## config.mk

```make
export PLATFORM = sky130hd
export DESIGN_NAME = gf180mcu_fd_sc_mcu7t5v0__fillsw_seq
export DESIGN_NICKNAME = d
export VERILOG_FILES = /design/src/rtl/gf180mcu_fd_sc_mcu7t5v0__fillsw_seq.sv
export SDC_FILE = /design/constraint.sdc
export NUM_CORES = 1
export LEC_CHECK = 0
export ABC_AREA = 0
export CORE_UTILIZATION = 54
export CTS_CLUSTER_DIAMETER = 150
export DETAILED_ROUTE_END_ITERATION = 10
export PLACE_DENSITY = 0.79
export SETUP_SLACK_MARGIN = 0.15
export SYNTH_ARGS = -nofsm -noshare
export SYNTH_HDL_FRONTEND = slang
export SYNTH_SLANG_ARGS = --single-unit
```

## constraint.sdc

```tcl
create_clock -name CLK -period 2.7 [get_ports CLK]
set_input_delay 0.54 -clock CLK [delete_from_list [all_inputs] [get_ports CLK]]
set_output_delay 0.54 -clock CLK [all_outputs]
set_load 0.005 [all_outputs]
```

## src/rtl/gf180mcu_fd_sc_mcu7t5v0__fillsw_seq.sv

```systemverilog
// ---------------------------------------------------------------------------
// gf180mcu_fd_sc_mcu7t5v0__fillsw_seq
//
// Staged-enable sequencer for switchable fill/decap segments. It brings NSEG
// capacitive fill segments onto the rail one at a time, STEP+1 cycles apart,
// to limit inrush current and di/dt. Segments turn on from SW[0] upwards and
// turn off in reverse order.
//
// Parameters:
//   NSEG   - number of switched segments (1..32)
//   STEP_W - width of the inter-step delay field
//   TMO    - power-good wait limit in cycles (PG feature only)
//
// Ports:
//   CLK   in   clock, rising edge
//   RST   in   synchronous active-high reset
//   EN    in   level request: 1 = all segments on, 0 = all off
//   STEP  in   inter-step delay; switch events are STEP+1 cycles apart
//   SW    out  segment enables, SW[i] = (i < lvl)
//   BUSY  out  ramp in progress (UP or DN)
//   DONE  out  all segments on (ON)
//   PG    in   per-segment power-good      (only with PG feature)
//   FAULT out  sticky power-good timeout   (only with PG feature)
//
// Optional feature macro: GF180MCU_FD_SC_MCU7T5V0__FILLSW_SEQ_PG_EN
//   When defined, each up-step waits for PG of the newest segment before its
//   delay starts counting; a wait of TMO cycles raises FAULT and forces a
//   stepped ramp-down. FAULT masks EN until RST.
// ---------------------------------------------------------------------------
module gf180mcu_fd_sc_mcu7t5v0__fillsw_seq #(
   parameter int NSEG   = 8,
   parameter int STEP_W = 8,
   parameter int TMO    = 255
) (
   input  logic              CLK,
   input  logic              RST,
   input  logic              EN,
   input  logic [STEP_W-1:0] STEP,
   output logic [NSEG-1:0]   SW,
   output logic              BUSY,
   output logic              DONE
`ifdef GF180MCU_FD_SC_MCU7T5V0__FILLSW_SEQ_PG_EN
   ,
   input  logic [NSEG-1:0]   PG,
   output logic              FAULT
`endif
);

   localparam int LVL_W = $clog2(NSEG + 1);
   localparam logic [LVL_W-1:0]  LVL_ZERO = '0;
   localparam logic [LVL_W-1:0]  LVL_ONE  = LVL_W'(1);
   localparam logic [LVL_W-1:0]  LVL_MAX  = LVL_W'(NSEG);
   localparam logic [STEP_W-1:0] CNT_ONE  = STEP_W'(1);

   typedef enum logic [1:0] {
      S_OFF = 2'd0,
      S_UP  = 2'd1,
      S_ON  = 2'd2,
      S_DN  = 2'd3
   } state_t;

   state_t            state, state_nxt;
   logic [LVL_W-1:0]  lvl, lvl_nxt;
   logic [STEP_W-1:0] cnt, cnt_nxt;
   logic              en_eff;

   // Thermometer decode of a level into segment enables.
   function automatic logic [NSEG-1:0] decode(input logic [LVL_W-1:0] l);
      logic [NSEG-1:0] r;
      r = '0;
      for (int i = 0; i < NSEG; i++) begin
         r[i] = (LVL_W'(i) < l);
      end
      return r;
   endfunction

`ifdef GF180MCU_FD_SC_MCU7T5V0__FILLSW_SEQ_PG_EN
   localparam logic [STEP_W:0] TMO_V = (STEP_W + 1)'(TMO);

   logic [STEP_W:0] wait_cnt, wait_nxt;
   logic            fault_nxt;
   logic            pg_ok;

   // Power-good of the most recently enabled segment, PG[lvl-1].
   function automatic logic pg_top(input logic [NSEG-1:0] pg, input logic [LVL_W-1:0] l);
      logic s;
      s = 1'b0;
      for (int i = 0; i < NSEG; i++) begin
         if (LVL_W'(i + 1) == l) s = pg[i];
      end
      return s;
   endfunction

   assign pg_ok  = pg_top(PG, lvl);
   // A latched fault behaves exactly like a released request.
   assign en_eff = EN & ~FAULT;
`else
   assign en_eff = EN;
`endif

   always_comb begin
      state_nxt = state;
      lvl_nxt   = lvl;
      cnt_nxt   = cnt;
`ifdef GF180MCU_FD_SC_MCU7T5V0__FILLSW_SEQ_PG_EN
      wait_nxt  = wait_cnt;
      fault_nxt = FAULT;
`endif
      case (state)
         S_OFF: begin
            if (en_eff) begin
               lvl_nxt   = LVL_ONE;
               cnt_nxt   = STEP;
               state_nxt = (NSEG == 1) ? S_ON : S_UP;
            end
         end
         S_UP: begin
            if (!en_eff) begin
               state_nxt = S_DN;
               cnt_nxt   = STEP;
`ifdef GF180MCU_FD_SC_MCU7T5V0__FILLSW_SEQ_PG_EN
            end else if (!pg_ok) begin
               // Delay is frozen until the newest segment reports good.
               wait_nxt = wait_cnt + (STEP_W + 1)'(1);
               if (wait_nxt == TMO_V) begin
                  fault_nxt = 1'b1;
                  state_nxt = S_DN;
                  cnt_nxt   = STEP;
               end
`endif
            end else if (cnt != '0) begin
               cnt_nxt = cnt - CNT_ONE;
            end else begin
               lvl_nxt = lvl + LVL_ONE;
               cnt_nxt = STEP;
               if (lvl_nxt == LVL_MAX) state_nxt = S_ON;
            end
         end
         S_ON: begin
            if (!en_eff) begin
               lvl_nxt   = lvl - LVL_ONE;
               cnt_nxt   = STEP;
               state_nxt = (lvl_nxt == LVL_ZERO) ? S_OFF : S_DN;
            end
         end
         S_DN: begin
            if (en_eff) begin
               // Reversal: keep lvl, restart a full interval upwards.
               state_nxt = S_UP;
               cnt_nxt   = STEP;
            end else if (cnt != '0) begin
               cnt_nxt = cnt - CNT_ONE;
            end else begin
               lvl_nxt = lvl - LVL_ONE;
               cnt_nxt = STEP;
               if (lvl_nxt == LVL_ZERO) state_nxt = S_OFF;
            end
         end
         default: state_nxt = S_OFF;
      endcase
`ifdef GF180MCU_FD_SC_MCU7T5V0__FILLSW_SEQ_PG_EN
      // The wait only measures time spent at one level while ramping up.
      if ((lvl_nxt != lvl) || (state_nxt != S_UP)) wait_nxt = '0;
`endif
   end

   // Outputs are registered from the next-state values so they change on
   // the same edge as the internal state.
   always_ff @(posedge CLK) begin
      if (RST) begin
         state <= S_OFF;
         lvl   <= '0;
         cnt   <= '0;
         SW    <= '0;
         BUSY  <= 1'b0;
         DONE  <= 1'b0;
      end else begin
         state <= state_nxt;
         lvl   <= lvl_nxt;
         cnt   <= cnt_nxt;
         SW    <= decode(lvl_nxt);
         BUSY  <= (state_nxt == S_UP) || (state_nxt == S_DN);
         DONE  <= (state_nxt == S_ON);
      end
   end

`ifdef GF180MCU_FD_SC_MCU7T5V0__FILLSW_SEQ_PG_EN
   always_ff @(posedge CLK) begin
      if (RST) begin
         wait_cnt <= '0;
         FAULT    <= 1'b0;
      end else begin
         wait_cnt <= wait_nxt;
         FAULT    <= fault_nxt;
      end
   end
`endif

endmodule

```

==> results of run 1 <==
-- critical path: cells and delay by family (launching register included) --
family          cells  cell delay, ps
fa+ha+maj           1             200
compound gates      3             650
flops               1             390
simple gates        1             570
buf+inv             1              80
mux                 1             340
-- registers in the layout, summed over array words and instances (netlist names) --
| signal | count |
|---|---|
| state | 2 |
| cnt | 8 |
| DONE | 1 |
| SW | 8 |
| BUSY | 1 |
| lvl | 3 |
-- final cells by class --
class	instances	area, um^2	area share, %
clock inverters	1	7.51	0.427
multi-input cells	132	936	53.2
repair buffers	27	253	14.4
well taps	30	37.5	2.14
inverters	11	41.3	2.35
flip-flops and latches	23	460	26.2
clock buffers	3	22.5	1.28
-- kinds of logic (layout without fill, tap and decap cells) --
| group | count (synthesis) | in the layout | synth area share [%] |
|---|---|---|---|
| AOI/OAI and AO/OA | 51 | 51 | 27.7 |
| xor gates and xnor gates | 5 | 5 | 2.90 |
| adders and majority gates | 5 | 5 | 4.14 |
| buffers and inverters | 24 | 42 | 7.62 |
| DFF | 23 | 23 | 30.5 |
| muxes | 5 | 5 | 3.72 |
| and+or+nand+nor | 66 | 66 | 23.4 |
-- power breakdown --
part | internal (uW) | switching (uW)
Sequential | 412 | 106
Combinational | 296 | 315
Clock | 56.9 | 115
-- through the flow --
| step | hold slack, ps | total power [uW] |
|---|---|---|
| 2_1_floorplan | 478 | 964 |
| 3_3_place_gp | 504 | 1100 |
| 3_5_place_dp | 518 | 1130 |
| 6_report | 539 | 1300 |
| 4_1_cts | 536 | 1300 |
| 5_1_grt | 582 | 1390 |
-- layout by cell type (no fill, tap or decap), types with 3 or more instances in the layout --
cell / synthesis / final
xnor2_1: 4 / 4
ha_1: 5 / 5
o21bai_1: 3 / 3
a31oi_1: 3 / 3
mux2i_1: 3 / 3
clkdlybuf4s50_1: 0 / 20
nor3b_1: 4 / 4
o21ai_0: 11 / 11
buf_4: 1 / 7
nand3_1: 8 / 8
nor3_1: 12 / 12
nand2_1: 8 / 8
a21oi_1: 8 / 8
nor2_1: 16 / 16
clkbuf_4: 0 / 3
inv_1: 10 / 10
dfxtp_1: 23 / 23
-- per-layer routing --
layer,GRT usage [%],vias up,routed length [um],share of wire [%]
met5,0,-,0,0
met4,10.4,0,57,1.6
met3,2.73,6,186,5.4
met2,44.6,46,1650,48
met1,33.2,663,1580,45
li1,-,694,-,-
-- path summary, 6_finish.rpt --
kind                            startpoint  endpoint  slack [ps]  cells past startpoint
worst max-delay path                cnt[0]     SW[2]         340                      7
worst min register to register      cnt[1]    cnt[1]         540                      2
worst min-delay path                cnt[1]    cnt[1]         540                      2
worst max register to register      cnt[0]     SW[2]         340                      7
==> out/metrics.cfg, run 1 <==
[status]
outcome=completed

[hold_path]
min_path_type=reg -> reg

[timing]
maxSlewViolCount=0
fin_crit_sh_pct=87.5
fmax_ghz=0.423
worst_pin_slew_ps=603
post-route-min-period_ps=2360
rsz0062_at_grt=false
timing.setup.tns_ps=0
clock_skew_ps=12.6
setup_ws_ps=338
finalSetupViolations=0
hold_viol=0
relSlewSlack_pct=59.8

[clocking]
cts_hold_buf=0
cts_setup_buffers=0
cts_resized=0
cts_root_buf=clkbuf_4
clock_latency_ps=330
cts_buffers=3
htree_levels=1
clock_path_buffers=2
clk_pin_slew_worst_paths_ps=140
cts_tree=done
cts.sinks=23

[power_and_ir_drop]
ir_drop_mv=0.620
power_density_mw_per_mm2=740
total_leakage_power_uw=0.000667

[logic_synthesis]
synth_area_mm2=0.00151
yosysWarnings=0
netlist_instances=179
yosysMostFrequentCell=dfxtp_1
synth-seq-area-share_pct=30.5
yosysTopAreaCellShare_pct=30.5
syn-num-nets=195
yosysTopAreaCell=dfxtp_1
synth_edf_count=0
synth_commonest_cells=23 x dfxtp_1, 16 x nor2_1, 12 x nor3_1
yosys-top-cells-area=dfxtp_1 30%, ha_1 4.1%, nor3_1 4.0%, nor2_1 4.0%, o21ai_0 3.6%
ys_seq_elements=23
async_reset_ff_share_pct=0
yosysUniqueCellTypes=58
synth_flop_cell=dfxtp_1
synth.avg_cell_area_um2=8.44

[grt]
grt_pass1_wl_um=5640
grt_usage_pct=26.0
grt_max_degree=19
antenna_found_initial=0
grt_overflow=0
grt_pass1_vias=1269

[setup_path]
cpPeakStageDelay_ps=570
crit_path_end_kind=register
arrival_ps=2580
cp_max_fo=8
crit_chain=inv_1 > ha_1 > or3b_2 > o21ai_4 > mux2_4 > a22oi_4 > o311ai_1
critPathKind=reg -> reg
critPathLaunchType=register
slowest_stage=or3b_2
worstPathRequired_ps=2920

[floorplan]
die_h_um=54.9
fp.dieW_um=54.9
io_pins=21
die-area_mm2=0.00301
coreArea_mm2=0.00257
start_util_pct=58.9
rows=18

[layout]
area_growth_pct=16.3
instances_no_fill=227
n_antenna_cell=0
fillers=222
drive_above_1_share_pct=13.7
fin_nets=214
finalCoreUtilization_pct=68.5
final_area_mm2=0.00176

[placed_design]
dp_slack_ps=218
port-buffer-count=20
dp_hpwl_um=2470
place.gp.congestion=0.799
place_area_mm2=0.00173
dp.cells=223

[routing]
firstDrtPassIters=4
drt-initial-drc-count=31
wl_per_cell_um=15.3
drc_errors=0
antenna_left=0
drt_wl_total_um=3480
via_per_inst=6.21
num_vias=1409

[run]
cap_violations=0

Note: power is estimated with default switching activity, not from simulation.
==> run 2, diff against run 1 <==
--- a/config.mk
+++ b/config.mk
@@ -6,10 +6,11 @@
 export NUM_CORES = 1
 export LEC_CHECK = 0
 export ABC_AREA = 0
-export CORE_UTILIZATION = 54
+export CORE_ASPECT_RATIO = 1.75
+export CORE_UTILIZATION = 45
 export CTS_CLUSTER_DIAMETER = 150
 export DETAILED_ROUTE_END_ITERATION = 10
-export PLACE_DENSITY = 0.79
+export PLACE_DENSITY = 0.68
 export SETUP_SLACK_MARGIN = 0.15
 export SYNTH_ARGS = -nofsm -noshare
 export SYNTH_HDL_FRONTEND = slang
==> run 2 against run 1 <==
Against the previous run: design area up 1.9%; via count fell by 1.8%; total power is 3.1% higher; non-clock buffer count unchanged; maximum frequency shrank 0.79%; cell count up 5.7%; critical endpoint is now SW[1].
==> out/metrics.cfg, run 2 (synthesized netlist as in run 1, its figures left out) <==
[routing]
antenna_left=0  ; unchanged
via_per_inst=5.77  ; was 6.21
drc_errors=0  ; unchanged
firstDrtPassIters=4  ; unchanged
wl_per_cell_um=14.4  ; was 15.3 um
drt_wl_total_um=3460  ; was 3480 um
drt-initial-drc-count=30  ; was 31
num_vias=1384  ; was 1,409

[clocking]
cts_setup_buffers=0  ; unchanged
cts_hold_buf=0  ; unchanged
cts.sinks=23  ; unchanged
cts_buffers=3  ; unchanged
htree_levels=1  ; unchanged
cts_tree=done  ; unchanged
clk_pin_slew_worst_paths_ps=80  ; was 140 ps
clock_latency_ps=260  ; was 330 ps
clock_path_buffers=2  ; unchanged
cts_root_buf=clkbuf_8  ; was clkbuf_4
cts_resized=0  ; unchanged

[floorplan]
die-area_mm2=0.00360  ; was 0.00301 mm^2
rows=27  ; was 18
fp.dieW_um=45.8  ; was 54.9 um
die_h_um=78.7  ; was 54.9 um
coreArea_mm2=0.00318  ; was 0.00257 mm^2
start_util_pct=47.6  ; was 58.9%
io_pins=21  ; unchanged

[run]
cap_violations=0  ; unchanged

[timing]
maxSlewViolCount=0  ; unchanged
post-route-min-period_ps=2380  ; was 2360 ps
fin_crit_sh_pct=88.2  ; was 87.5%
hold_viol=0  ; unchanged
fmax_ghz=0.420  ; was 0.423 GHz
worst_pin_slew_ps=728  ; was 603 ps
finalSetupViolations=0  ; unchanged
rsz0062_at_grt=false  ; unchanged
clock_skew_ps=2.51  ; was 12.6 ps
relSlewSlack_pct=51.4  ; was 59.8%
timing.setup.tns_ps=0  ; unchanged

[setup_path]
worstPathRequired_ps=2840  ; was 2920 ps
critPathLaunchType=register  ; unchanged
crit_path_end_kind=register  ; unchanged
ff2ff_path_depth=7  ; unchanged
cp_max_fo=8  ; unchanged
critPathKind=reg -> reg  ; unchanged
arrival_ps=2520  ; was 2580 ps

[hold_path]
whs_path_depth=2  ; unchanged
min_path_type=reg -> reg  ; unchanged

[grt]
antenna_found_initial=0  ; unchanged
grt_max_degree=19  ; unchanged
grt_usage_pct=22.5  ; was 26.0%
grt_pass1_vias=1386  ; was 1,269
grt_overflow=0  ; unchanged
grt_pass1_wl_um=6180  ; was 5640 um

[placed_design]
dp_hpwl_um=2640  ; was 2470 um
port-buffer-count=20  ; unchanged
place_area_mm2=0.00174  ; was 0.00173 mm^2
place.gp.congestion=0.836  ; was 0.799

[layout]
area_growth_pct=18.5  ; was 16.3%
largestRegisters=SW (8), cnt (8), lvl (3)  ; unchanged
final_area_mm2=0.00179  ; was 0.00176 mm^2
fillers=320  ; was 222
final_common_cell=dfxtp_1  ; unchanged
n_antenna_cell=0  ; unchanged
drive_above_1_share_pct=13.7  ; unchanged
layout_common_cells=23 x dfxtp_1, 20 x clkdlybuf4s50_1, 16 x nor2_1, 12 x nor3_1, 11 x o21ai_0  ; unchanged
fin_nets=214  ; unchanged
seq_area_um2=460  ; unchanged
multi_input_area_um2=936  ; unchanged

[status]
outcome=completed  ; unchanged

[power_and_ir_drop]
ir_drop_mv=0.447  ; was 0.620 mV
power_density_mw_per_mm2=749  ; was 740 mW/mm^2
total_leakage_power_uw=0.000678  ; was 0.000667 uW

==> run 2: where the power goes <==
| group | total [uW] | internal (uW) | switching (uW) |
|---|---|---|---|
| Combinational | 605 | 296 | 309 |
| Sequential | 519 | 412 | 107 |
| Clock | 217 | 103 | 114 |
==> run 2: worst paths after layout <==
path / start / endpoint / slack, ps
worst min-delay path: cnt[0] / cnt[0] / 560
worst max register to register: cnt[0] / SW[1] / 320
worst max-delay path: cnt[0] / SW[1] / 320
worst min register to register: cnt[0] / cnt[0] / 560
==> run 2: layout make-up <==
cell class,instances,area share [%]
Sequential cell,23,25.7
Timing Repair Buffer,27,14.1
Multi-Input combinational cell,132,52.3
Clock inverter,1,0.280
Inverter,11,2.31
Clock buffer,3,2.31
Tap cell,43,3.00
==> run 2: routing by layer <==
layer  global-route usage (%)  up-vias  wire (um)
li1                         -      699          -
met1                     27.2      657       1430
met2                     39.0       19       1890
met3                     2.30        9         51
met4                     8.24        0         82
met5                        0        -          0
==> run 2: per-stage QoR <==
step / hold WS (ps) / setup slack, ps / total power (uW) / utilization (%) / instances
after global routing: 598 / 186 / 1460 / 56.4 / 240
after floorplan: 478 / 536 / 964 / - / 179
final: 556 / 319 / 1340 / 56.4 / 240
after global placement: 519 / 297 / 1110 / 54.9 / 236
after detailed placement: 546 / 254 / 1130 / 54.9 / 236
after CTS: 559 / 334 / 1350 / 56.4 / 240
==> run 2: worst max-delay path, stage by stage (launching register included) <==
cell	delay, ps
dfxtp_1	380
inv_1	80
ha_1	220
or3b_2	570
o21ai_4	260
mux2_4	340
a22oi_4	250
o211ai_1	150
